`src/rtl/hex_display_arbiter.sv`:
```
// hex_display_arbiter: shares the six seven-segment displays between the
// switch/comparator view (A) and the birthday view (B). Ownership changes on a
// debounced pushbutton press or, in auto mode, when the dwell timer expires.
module hex_display_arbiter #(
   parameter int unsigned DEB_CYCLES = 16,
   parameter int unsigned ROT_CYCLES = 64,
   parameter logic [7:0]  BLANK      = 8'hFF
) (
   input  logic        clk,
   input  logic        rst_n,
   input  logic        btn_n,
   input  logic        auto_en,
   input  logic        req_a,
   input  logic        req_b,
   input  logic [47:0] seg_a,
   input  logic [47:0] seg_b,
   output logic [7:0]  hex0,
   output logic [7:0]  hex1,
   output logic [7:0]  hex2,
   output logic [7:0]  hex3,
   output logic [7:0]  hex4,
   output logic [7:0]  hex5,
   output logic        gnt_a,
   output logic        gnt_b,
   output logic        press
);

   localparam int unsigned DW = (DEB_CYCLES > 1) ? $clog2(DEB_CYCLES) : 1;
   localparam int unsigned RW = (ROT_CYCLES > 1) ? $clog2(ROT_CYCLES) : 1;
   localparam logic [DW-1:0] DEB_LAST = DW'(DEB_CYCLES - 1);
   localparam logic [RW-1:0] ROT_LAST = RW'(ROT_CYCLES - 1);

   typedef enum logic [1:0] {
      ST_BLANK  = 2'd0,
      ST_SHOW_A = 2'd1,
      ST_SHOW_B = 2'd2
   } state_t;

   state_t          state_q, state_d;
   logic            sync1_q, sync1_d;
   logic            sync2_q, sync2_d;
   logic            deb_q, deb_d;
   logic [DW-1:0]   deb_cnt_q, deb_cnt_d;
   logic            press_q, press_d;
   logic [RW-1:0]   rot_cnt_q, rot_cnt_d;
   logic            rot_expire;
   logic            ev;
   logic [47:0]     src;

   // Button path: two-flop synchronizer, stability counter, falling-edge pulse.
   always_comb begin
      sync1_d   = btn_n;
      sync2_d   = sync1_q;
      deb_d     = deb_q;
      deb_cnt_d = '0;
      if (sync2_q != deb_q) begin
         if (deb_cnt_q == DEB_LAST) begin
            deb_d = sync2_q;
         end else begin
            deb_cnt_d = deb_cnt_q + DW'(1);
         end
      end
      press_d = deb_q & ~deb_d;
   end

   // Ownership FSM and dwell timer; a requester drop outranks a switch event.
   always_comb begin
      rot_expire = (rot_cnt_q == ROT_LAST);
      ev         = press_q | (auto_en & rot_expire);
      state_d    = state_q;
      case (state_q)
         ST_BLANK: begin
            if (req_a)      state_d = ST_SHOW_A;
            else if (req_b) state_d = ST_SHOW_B;
         end
         ST_SHOW_A: begin
            if (!req_a)          state_d = req_b ? ST_SHOW_B : ST_BLANK;
            else if (ev && req_b) state_d = ST_SHOW_B;
         end
         ST_SHOW_B: begin
            if (!req_b)          state_d = req_a ? ST_SHOW_A : ST_BLANK;
            else if (ev && req_a) state_d = ST_SHOW_A;
         end
         default: state_d = ST_BLANK;
      endcase
      // Any event restarts the dwell, so a press with no other requester also
      // resets the timer; expiry is itself an event and therefore wraps to 0.
      if (!auto_en || (state_q == ST_BLANK) || (state_d != state_q) || ev) begin
         rot_cnt_d = '0;
      end else begin
         rot_cnt_d = rot_cnt_q + RW'(1);
      end
   end

   // Display mux and grants decode straight from the state register.
   always_comb begin
      gnt_a = (state_q == ST_SHOW_A);
      gnt_b = (state_q == ST_SHOW_B);
      case (state_q)
         ST_SHOW_A: src = seg_a;
         ST_SHOW_B: src = seg_b;
         default:   src = {6{BLANK}};
      endcase
      hex0  = src[7:0];
      hex1  = src[15:8];
      hex2  = src[23:16];
      hex3  = src[31:24];
      hex4  = src[39:32];
      hex5  = src[47:40];
      press = press_q;
   end

   // All state registers; reset returns to BLANK with the button released.
   always_ff @(posedge clk or negedge rst_n) begin
      if (!rst_n) begin
         state_q   <= ST_BLANK;
         sync1_q   <= 1'b1;
         sync2_q   <= 1'b1;
         deb_q     <= 1'b1;
         deb_cnt_q <= '0;
         press_q   <= 1'b0;
         rot_cnt_q <= '0;
      end else begin
         state_q   <= state_d;
         sync1_q   <= sync1_d;
         sync2_q   <= sync2_d;
         deb_q     <= deb_d;
         deb_cnt_q <= deb_cnt_d;
         press_q   <= press_d;
         rot_cnt_q <= rot_cnt_d;
      end
   end

endmodule

```
`config.mk`:
```
export PLATFORM = sky130hd
export DESIGN_NAME = hex_display_arbiter
export DESIGN_NICKNAME = d
export VERILOG_FILES = /design/src/rtl/hex_display_arbiter.sv
export SDC_FILE = /design/constraint.sdc
export NUM_CORES = 1
export LEC_CHECK = 0
export ABC_AREA = 1
export CORE_AREA = 2 2 87 81
export CTS_CLUSTER_DIAMETER = 80
export CTS_CLUSTER_SIZE = 24
export DETAILED_ROUTE_END_ITERATION = 8
export DIE_AREA = 0 0 89 83
export HOLD_SLACK_MARGIN = 0.12
export PLACE_DENSITY_LB_ADDON = 0.12
export SLEW_MARGIN = 20
export SYNTH_ARGS = -nofsm -noshare
export SYNTH_HDL_FRONTEND = slang
export SYNTH_SLANG_ARGS = --single-unit
```
`constraint.sdc`:
```
create_clock -name clk -period 4.75 [get_ports clk]
set_clock_uncertainty 0.1 [all_clocks]
set_input_delay 0.475 -clock clk [delete_from_list [all_inputs] [get_ports clk]]
set_output_delay 0.475 -clock clk [all_outputs]
set_load 0.02 [all_outputs]
```
==> key figures <==
Power and ir drop
  • Pwr dens: 767 mW/mm^2
  • Pwr Total: 0.00247 W
  • Worst VDD drop: 0.408 mV
  • Leakage: 1.27 nW

Setup path
  • CP Launch Point: state_q[1]
  • Worst r2r dst: rot_cnt_q[0]
  • CP Launch Type: flip-flop
  • CP max FO: 29
  • WS Path Type: reg2out
  • Largest delay share family, worst path: buffers and inverters
  • Worst reg-to-reg setup slack: 2.29 ns
  • Reg2Reg Depth: 10
  • Critical path required time: 4.18 ns
  • Crit. End Element: primary output
  • CP max stage cell: ha_1
  • CP peak stage delay: 0.90 ns
  • Worst Path Buf+Inv: 3
  • CP cell instances: inv_1 -> ha_1 -> buf_4 -> nand3_1 -> clkdlybuf4s50_1
  • Worst r2r src: state_q[0]
  • Critical Path AT: 2.77 ns

Placement
  • Placed wire-length estimate: 4850 um
  • Placement Setup Slack: 1.62 ns
  • Final GP Congestion: 0.862
  • Port bufs: 152

STA
  • FMAX: 299 MHz
  • Hold Vio Cnt, Final: 0
  • Slew @ Worst Pin: 0.930 ns
  • Setup ws final: 1.41 ns
  • Period utilization: 70.4%
  • Final min period: 3.34 ns
  • Unrepaired setup endpoints after global routing: no
  • Setup_tns: 0 ns
  • Max-slew violations: 0
  • Slew margin rel.: 38.0%
  • Final setup fails: 0

Route
  • Drt drc: 0
  • Routed vias/inst: 4.37
  • First drt pass iteration count: 4
  • DR iter-0 viols: 110
  • Overall routed net length: 6110 um
  • Post-route ant nets: 0
  • Via count: 2141
  • Avg WL per Cell: 12.5 um

Clocking
  • CTS H-tree depth: 1
  • Num CTS Buffers: 3
  • Skew-Pair Late Insertion Delay: 0.24 ns
  • CTS sink cnt: 16
  • Max Buffers Root-to-Sink: 2
  • Hold-fix buffers at CTS: 0
  • CTS resizes: 0
  • Setup Buffers After CTS: 0
  • CTS Root Cell: clkbuf_8
  • CTS tree: done
  • Clock-pin transition on the worst setup and hold timing paths: 0.06 ns

Worst hold path
  • Hold Crit Start: sync1_q
  • Hold crit path type: reg2reg
  • Hold depth: 0
  • Hold Path End: sync2_q

GRT
  • Vias in the first global route: 2113
  • Global-route wire length before repair: 9670 um
  • Initial antenna violation count: 0
  • Gr ovfl total: 0
  • Tot GR Track Use: 16.2%
  • Largest net degree at the start of global routing: 52

Synth
  • Area share of the largest cell type after synthesis: 26.0%
  • Synth area leaders: nand2_1, dfrtp_1, nand3_1
  • Synth warn: 0
  • Avg Cell Area, Syn: 6.10 um^2
  • Post-Synthesis Cell Area: 0.00157 mm^2
  • Yosys top cell by area: nand2_1
  • Syn Nets: 366
  • Post-Syn Instances: 258
  • Register area share after synthesis: 25.7%
  • #FFs+latches synth: 16
  • Yosys cell types: 22

Floorplan
  • Rows: 28
  • I/O pins: 153
  • Chip width: 89 um
  • Core Footprint: 0.00645 mm^2
  • Initial Util: 24.4%
  • Die Y: 83 um
  • Die area: 0.00739 mm^2

Outcome
  • Status: complete, no violations

Cells and area
  • Share of layout cells above drive strength 1: 6.75%
  • Area Overhead vs Synth: 105%
  • Ant. Diodes: 0
  • Fillers: 663
  • Nets: 509

Job
  • MaxCap Viol Count: 0
layout make-up:
cell class                 instances  area [um^2]  share of cell area (%)
clock buffer                       4         55.1                    1.71
tap                               90          113                    3.50
inverter                          15         56.3                    1.75
sequential                        16          404                    12.6
timing repair buffer             153         1530                    47.5
multi-input combinational        212         1060                    33.0
registers in the layout, indices dropped and copies added, names as in the netlist:
register   flops
deb_cnt_q      4
deb_q          1
press          1
rot_cnt_q      6
state_q        2
sync1_q        1
sync2_q        1
kinds of logic (layout without fill, tap and decap cells):
family | count (synthesis) | in the layout | synth area share [%]
buffers and inverters | 30 | 172 | 7.16
AOI/OAI and AO/OA | 7 | 7 | 3.10
DFF | 16 | 16 | 25.7
xor gates and xnor gates | 7 | 7 | 3.90
adders and majority gates | 6 | 6 | 4.77
and+or+nand+nor | 192 | 192 | 55.4
power by group:
part | internal, W | leakage, nW | switching (W)
clock | 0.0000734 | 0.0288 | 0.0000439
combinational | 0.000985 | 1.03 | 0.00119
sequential | 0.000153 | 0.208 | 0.0000222
cells in the final DEF (no fill, tap or decap):
cell	synthesis	layout
xor2_1	3	3
nor2_1	13	13
xnor2_1	4	4
o21ai_0	3	3
nand3_1	54	54
buf_4	0	1
nand2_1	109	109
ha_1	6	4
inv_1	14	14
ha_2	0	2
nor3_2	6	6
nor2_4	1	1
a21boi_0	1	1
a21oi_1	2	2
a21oi_4	1	1
nand2_4	1	1
nand3_4	1	1
clkdlybuf4s50_1	0	152
dfstp_2	3	3
nand2_2	6	6
inv_2	1	1
clkbuf_8	0	4
dfrtp_1	13	13
nor3_1	1	1
worst max-delay path by stage:
stage,to,cells past startpoint
after floorplan,hex0[1],6
after global placement,hex5[6],5
after detailed placement,hex2[2],5
after CTS,hex2[2],5
after global routing,hex2[3],5
final,hex2[2],5
per-stage QoR:
stage | instances | hold slack, ns | utilization, % | cell area (um^2)
3_3_place_gp | 486 | 0.246 | 49.1 | 3160
6_report | 490 | 0.257 | 49.9 | 3220
2_1_floorplan | 258 | 0.0794 | - | 1570
5_1_grt | 490 | 0.265 | 49.9 | 3220
3_5_place_dp | 486 | 0.249 | 49.1 | 3160
4_1_cts | 490 | 0.258 | 49.9 | 3220
synth_stat cells (all sizes together):
cell,instances
o21ai,3
nor2,14
xor2,3
nand2,116
a21boi,1
clkbuf,12
dfrtp,13
nor3,7
buf,3
ha,6
inv,15
xnor2,4
a21oi,3
dfstp,3
nand3,55
metal layers:
layer	GRT usage, %	wire length [um]	vias to the layer above
li1	-	-	1103
met4	4.07	156	0
met1	17.6	2370	928
met2	29.2	2980	98
met5	0	0	-
met3	5.86	601	12
Note: power is estimated with default switching activity, not from simulation.
